--- config.mk ---
export PLATFORM = sky130hd
export DESIGN_NAME = laser310_vz_loader
export DESIGN_NICKNAME = d
export VERILOG_FILES = /design/src/rtl/laser310_vz_loader.sv
export SDC_FILE = /design/constraint.sdc
export NUM_CORES = 1
export LEC_CHECK = 0
export ABC_AREA = 1
export BUFFER_PORTS_ARGS = -buffer_cell sky130_fd_sc_hd__buf_2
export CAP_MARGIN = 30
export CORE_MARGIN = 1
export CORE_UTILIZATION = 59
export CTS_BUF_LIST = sky130_fd_sc_hd__clkbuf_2 sky130_fd_sc_hd__clkbuf_4 sky130_fd_sc_hd__clkbuf_8
export CTS_CLUSTER_DIAMETER = 120
export CTS_CLUSTER_SIZE = 16
export DETAILED_ROUTE_END_ITERATION = 7
export HOLD_SLACK_MARGIN = 0.06
export MAX_ROUTING_LAYER = met4
export PLACE_DENSITY = 0.85
export SYNTH_ARGS = -nofsm -noshare
export SYNTH_HDL_FRONTEND = slang
export SYNTH_SLANG_ARGS = --single-unit
--- constraint.sdc ---
create_clock -name CLK25MHZ -period 2.48 [get_ports CLK25MHZ]
set_clock_uncertainty 0.05 [all_clocks]
set_input_delay 0 -clock CLK25MHZ [delete_from_list [all_inputs] [get_ports CLK25MHZ]]
set_output_delay 0 -clock CLK25MHZ [all_outputs]
set_load 0.05 [all_outputs]
--- src/rtl/laser310_vz_loader.sv ---
`timescale 1ns/1ps
// VZ snapshot loader: parses the HPS download header, writes the payload into shared RAM, and patches the BASIC end pointer.
// Latency: data bytes reach RAM the cycle after capture if uncontested. CPU writes are granted in the same cycle, with no added latency.
// Backpressure: ioctl_wait is held while the one-byte holding register is full. cpu_wait is raised when a starved loader write takes the port.
module laser310_vz_loader #(
   parameter logic [7:0] VZ_INDEX   = 8'd1,
   parameter int         STARVE_MAX = 4
) (
   input  logic        CLK25MHZ,
   input  logic        RESET,
   input  logic        ioctl_download,
   input  logic [7:0]  ioctl_index,
   input  logic        ioctl_wr,
   input  logic [15:0] ioctl_addr,
   input  logic [7:0]  ioctl_data,
   output logic        ioctl_wait,
   input  logic        cpu_req,
   input  logic [15:0] cpu_addr,
   input  logic [7:0]  cpu_dout,
   output logic        cpu_wait,
   output logic [15:0] ram_addr,
   output logic [7:0]  ram_din,
   output logic        ram_we,
   output logic        load_busy,
   output logic        load_done,
   output logic        load_err,
   output logic [7:0]  load_type,
   output logic [15:0] load_start
);

   typedef enum logic [2:0] {
      IDLE, HDR, DATA, PTR_LO, PTR_HI, DONE, ERR
   } state_t;

   localparam int          SW          = $clog2(STARVE_MAX + 2);
   localparam logic [7:0]  TYPE_BASIC  = 8'hF0;
   localparam logic [15:0] PTR_ADDR_LO = 16'h78F9;
   localparam logic [15:0] PTR_ADDR_HI = 16'h78FA;

   // "VZF0" magic, byte by byte
   function automatic logic [7:0] magic_a(input logic [1:0] i);
      case (i)
         2'd0:    magic_a = 8'h56;
         2'd1:    magic_a = 8'h5A;
         2'd2:    magic_a = 8'h46;
         default: magic_a = 8'h30;
      endcase
   endfunction

   // " VZF" magic, byte by byte
   function automatic logic [7:0] magic_b(input logic [1:0] i);
      case (i)
         2'd0:    magic_b = 8'h20;
         2'd1:    magic_b = 8'h56;
         2'd2:    magic_b = 8'h5A;
         default: magic_b = 8'h46;
      endcase
   endfunction

   state_t        state, state_n;
   logic          hold_vld;
   logic [15:0]   hold_addr;
   logic [7:0]    hold_dat;
   logic [15:0]   data_count;
   logic          ok_a, ok_b;
   logic          ok_a_n, ok_b_n;
   logic [SW-1:0] starve_cnt;

   logic          vz_start, hdr_wr, data_wr, magic_bad;
   logic [15:0]   end_addr;
   logic          ld_pend, ld_gnt, cpu_act, cpu_gnt, starved;
   logic [15:0]   ld_addr;
   logic [7:0]    ld_dat;

   assign vz_start  = (state == IDLE) && ioctl_download && (ioctl_index == VZ_INDEX);
   assign hdr_wr    = (state == HDR) && ioctl_wr;
   assign ok_a_n    = ok_a && (ioctl_data == magic_a(ioctl_addr[1:0]));
   assign ok_b_n    = ok_b && (ioctl_data == magic_b(ioctl_addr[1:0]));
   assign magic_bad = hdr_wr && (ioctl_addr == 16'd3) && !ok_a_n && !ok_b_n;
   assign data_wr   = (state == DATA) && ioctl_wr && !hold_vld && (ioctl_addr >= 16'd24);
   assign end_addr  = load_start + data_count;

   // Single write port: the CPU wins unless the loader has starved. Gating by RESET keeps all outputs quiet while reset is held.
   always_comb begin
      ld_pend = hold_vld || (state == PTR_LO) || (state == PTR_HI);
      ld_addr = hold_addr;
      ld_dat  = hold_dat;
      if (state == PTR_LO) begin
         ld_addr = PTR_ADDR_LO;
         ld_dat  = end_addr[7:0];
      end else if (state == PTR_HI) begin
         ld_addr = PTR_ADDR_HI;
         ld_dat  = end_addr[15:8];
      end
      starved  = (starve_cnt >= SW'(STARVE_MAX));
      cpu_act  = cpu_req && RESET;
      ld_gnt   = ld_pend && (!cpu_act || starved);
      cpu_gnt  = cpu_act && !ld_gnt;
      cpu_wait = cpu_act && !cpu_gnt;
      ram_we   = ld_gnt || cpu_gnt;
      ram_addr = ld_gnt ? ld_addr : (cpu_gnt ? cpu_addr : 16'h0000);
      ram_din  = ld_gnt ? ld_dat  : (cpu_gnt ? cpu_dout : 8'h00);
   end

   assign ioctl_wait = hold_vld;
   assign load_busy  = (state == HDR) || (state == DATA) || (state == PTR_LO) || (state == PTR_HI);
   assign load_done  = (state == DONE);

   // State register
   always_ff @(posedge CLK25MHZ or negedge RESET) begin
      if (!RESET) state <= IDLE;
      else        state <= state_n;
   end

   // Next-state logic. DATA only finishes once no byte is in flight, whether in the holding register or on the strobe.
   always_comb begin
      state_n = state;
      case (state)
         IDLE:   if (vz_start) state_n = HDR;
         HDR: begin
            if (magic_bad)                                state_n = ERR;
            else if (hdr_wr && (ioctl_addr == 16'd23))    state_n = DATA;
            else if (!ioctl_download)                     state_n = ERR;
         end
         DATA: begin
            if (!ioctl_download && !ioctl_wr && !hold_vld)
               state_n = (load_type == TYPE_BASIC) ? PTR_LO : DONE;
         end
         PTR_LO: if (ld_gnt) state_n = PTR_HI;
         PTR_HI: if (ld_gnt) state_n = DONE;
         DONE:   state_n = IDLE;
         ERR:    if (!ioctl_download) state_n = IDLE;
         default: state_n = IDLE;
      endcase
   end

   // Header capture, holding register, payload counter and error flag
   always_ff @(posedge CLK25MHZ or negedge RESET) begin
      if (!RESET) begin
         hold_vld   <= 1'b0;
         hold_addr  <= 16'h0000;
         hold_dat   <= 8'h00;
         data_count <= 16'h0000;
         ok_a       <= 1'b1;
         ok_b       <= 1'b1;
         load_err   <= 1'b0;
         load_type  <= 8'h00;
         load_start <= 16'h0000;
      end else begin
         if (vz_start) begin
            load_err   <= 1'b0;
            data_count <= 16'h0000;
            ok_a       <= 1'b1;
            ok_b       <= 1'b1;
         end
         if (hdr_wr) begin
            if (ioctl_addr < 16'd4) begin
               ok_a <= ok_a_n;
               ok_b <= ok_b_n;
            end
            if (ioctl_addr == 16'd21) load_type        <= ioctl_data;
            if (ioctl_addr == 16'd22) load_start[7:0]  <= ioctl_data;
            if (ioctl_addr == 16'd23) load_start[15:8] <= ioctl_data;
         end
         if ((state_n == ERR) && (state != ERR)) load_err <= 1'b1;
         if (data_wr) begin
            hold_vld   <= 1'b1;
            hold_addr  <= load_start + (ioctl_addr - 16'd24);
            hold_dat   <= ioctl_data;
            data_count <= data_count + 16'd1;
         end else if (hold_vld && ld_gnt) begin
            hold_vld <= 1'b0;
         end
      end
   end

   // Counts consecutive cycles a pending loader write has lost to the CPU
   always_ff @(posedge CLK25MHZ or negedge RESET) begin
      if (!RESET)                 starve_cnt <= '0;
      else if (!ld_pend || ld_gnt) starve_cnt <= '0;
      else if (!starved)          starve_cnt <= starve_cnt + 1'b1;
   end

endmodule

==> impl_metrics.yaml <==
finish:
  area_growth_pct: 24.1
  antenna_cells: 0
  fill_cells: 814
  multi_input_area_mm2: 0.00391
  nets: 1187
  register_area_mm2: 0.00187
  drive_gt1_share_pct: 21.5
  instances_no_fill: 1210
  final_core_util_pct: 74.9
  fin_area_mm2: 0.00770
sta:
  holdWs_ns: 0.0599
  finalSetupTns_ns: 0
  worst_slew_pin_slew_ns: 0.536
  hold_viol: 0
  period_share_pct: 96.8
  fmax_mhz: 417
  setup_viol: 0
  relSlewSlack_pct: 64.0
  layout_setup_ws_ns: 0.0796
  rsz0062_at_grt: "true"
  slew_viol_final: 0
  finalCriticalPeriod_ns: 2.40
clock_tree:
  cts.sinks: 74
  clock_path_buffers: 2
  clk_pin_slew_ns: 0.08
  cts_tree: "done"
  insertion_delay_ns: 0.37
  h-tree-depth: 3
  cts_root_buffer: "clkbuf_8"
  cts_buffers: 9
pwr:
  power.leakage_nw: 4.16
  p_per_area_mw_per_mm2: 836
  clkPwrFrac_pct: 16.4
  p_comb_share_pct: 53.2
  max-vdd-ir-drop_mv: 0.654
  p_sw_mw: 3.19
  power_mw: 6.44
  p_sw_share_pct: 49.5
  internal_power_mw: 3.25
  p_seq_share_pct: 30.4
route:
  wl_per_cell_um: 15.8
  ant_nets: 0
  via_per_inst: 5.59
  firstDrtPassIters: 6
  drc: 0
  routed_wl_um: 19200
  vias: 6768
  drt_iter0_markers: 595
die:
  coreArea_mm2: 0.0103
  die_y_um: 105
  placementRows: 37
  io_pins: 115
  die-area_mm2: 0.0109
  initial_core_util_pct: 60.4
  die_width_um: 105
worst_setup_path:
  crit_fanout: 5
  endpoint: "ram_din[4]"
  r2r_cells: 10
  timing.rr.start: "load_start[2]"
  cp_num_buf_inv: 3
  worst_setup_path_start_kind: "flip-flop"
  cpMostUsedCell: "nand2_1"
  max_stage_delay_ns: 0.37
  crit_arrival_ns: 2.35
  cp_top_family: "simple AND/OR/NAND/NOR gates"
  cp.depth: 15
  critPathKind: "reg2out"
  required_ns: 2.43
  crit_chain: "ha_1 -> inv_1 -> fa_2 -> inv_2 -> nand3_2 -> nand3_4 -> nand3_1 -> nand3_1 -> nand2_1 -> nand3_1 -> nand2_1 -> nand2_1 -> nand2_1 -> nand2_1 -> buf_6"
  critPathLaunch: "data_count[0]"
  critPathSlowestCell: "dfrtp_1"
  r2r_end: "hold_addr[15]"
  rrSetupSlack_ns: 0.14
  crit_path_end_kind: "output port"
placement:
  dp.cells: 1163
  gp_congestion: 0.970
  place_area_mm2: 0.00691
  place_ws_ns: 0.110
  port_buffers: 114
  post-dp-hpwl_um: 13400
synthesis:
  syn_area_per_cell_um2: 6.73
  seq_area_frac_synth_pct: 29.9
  synthTopCellsByArea: "dfrtp_1 29%, nand2_1 17%, ha_1 11%"
  netlist.area_leader.share_pct: 29.0
  synth-main-ff-cell: "dfrtp_1"
  synth_area_leader_cell: "dfrtp_1"
  netlist-cell-type-count: 42
  yosysWarnings: 0
  synthesis.area_mm2: 0.00621
  synth_edf_count: 0
  synth.net_count: 1039
  synthCells: 922
  synth-seq-cells: 74
  async_reset_ff_share_pct: 100
grt:
  antenna_found_initial: 0
  grt_usage_pct: 34.7
  first_global_vias: 6006
  grt_overflow_total: 0
  grt_max_degree: 75
  grt_pass1_wl_um: 29000
status:
  status: "finished clean"
min_path:
  hold_path_class: "in2reg"
job:
  maxCapViolations: 0
-- cell families after synthesis --
family | Yosys count | synth area share, %
AO/OA/AOI/OAI | 146 | 13.0
XOR/XNOR | 17 | 2.40
adder cells (fa/ha/maj) | 56 | 11.5
buffers and inverters | 166 | 10.8
flip-flops | 74 | 29.9
AND/OR/NAND/NOR | 463 | 32.4
-- Yosys cell counts, drive strengths merged (2+ instances only) --
| master | number |
|---|---|
| a21boi | 2 |
| a21o | 2 |
| a21oi | 37 |
| a32o | 5 |
| buf | 14 |
| clkbuf | 4 |
| dfrtp | 72 |
| dfstp | 2 |
| fa | 2 |
| ha | 54 |
| inv | 148 |
| nand2 | 291 |
| nand3 | 68 |
| nand3b | 4 |
| nand4 | 12 |
| nor2 | 61 |
| nor3 | 18 |
| nor4 | 2 |
| o211ai | 2 |
| o21ai | 86 |
| o22ai | 8 |
| o31ai | 3 |
| or2 | 5 |
| xnor2 | 7 |
| xor2 | 10 |
-- flip-flops by register name, summed over array words and instances (netlist names) --
| signal | flops |
|---|---|
| load_err | 1 |
| state | 3 |
| load_start | 16 |
| hold_dat | 8 |
| load_type | 8 |
| hold_addr | 16 |
| ok_a | 1 |
| data_count | 16 |
| ok_b | 1 |
| ioctl_wait | 1 |
| starve_cnt | 3 |
-- worst min-delay path: stages --
cell	delay [ns]
buf_2	0.07
nor2_1	0.04
nand3_2	0.10
buf_4	0.12
nand2_1	0.04
nand2_1	0.05
-- repair_timing --
action | CTS | global route
pin swaps | 2 | 7
buffers inserted | 2 | 9
cloned | 1 | 1
endpoints found under the hold margin | 110 | 0
hold buffers | 18 | 0
gates resized for setup | 15 | 59
endpoints found under the setup margin | 13 | 31
-- power by group through the flow --
stage / clock [mW] / sequential, mW / combinational, mW
6_report: 1.06 / 1.96 / 3.42
5_1_grt: 1.10 / 1.99 / 3.71
3_5_place_dp: 0 / 1.90 / 2.98
3_3_place_gp: 0 / 1.88 / 2.94
4_1_cts: 1.05 / 1.89 / 3.13
2_1_floorplan: 0 / 1.83 / 2.30
-- how the worst min path moves through the flow --
stage                         from             end  slack (ns)  depth (start not counted)
floorplan                    RESET   data_count[0]       -0.35                          0
global placement             RESET  data_count[15]        0.31                          2
detailed placement           RESET  data_count[11]        0.30                          2
CTS                 ioctl_addr[15]   hold_addr[15]        0.08                          7
global route        ioctl_index[4]        load_err        0.09                          6
finish              ioctl_index[4]        load_err        0.06                          6
-- layout make-up --
type / instances / area share, %
tap: 136 / 2.21
clock buffer: 9 / 1.61
multi-input combinational: 684 / 50.8
clock inverter: 6 / 1.20
inverter: 148 / 7.28
timing repair buffer: 153 / 12.6
sequential: 74 / 24.3
-- layout by cell type, fill, tap and decap left out, types with 9 or more instances in the layout --
master           n
nand3_1         59
ha_1            42
ha_4            10
dfrtp_1         58
nand2_1        280
nor3_1          16
dfrtp_2         14
a21oi_1         34
dlygate4sd3_1   18
nor2_1          52
o21ai_0         64
nand4_1         12
buf_4           21
o21ai_1         18
xor2_1          10
clkbuf_8         9
inv_1          142
buf_2          105
-- per-layer routing --
layer  track usage [%]  part of all wire, %  routed length [um]  vias up
li1                  -                    -                   -     3270
met1              46.2                   42                7970     3076
met2              54.8                   46                8810      362
met3              5.55                  9.1                1740       60
met4              10.8                  3.3                 640        0
met5                 -                    0                   0        -
Note: power is estimated with default switching activity, not from simulation.
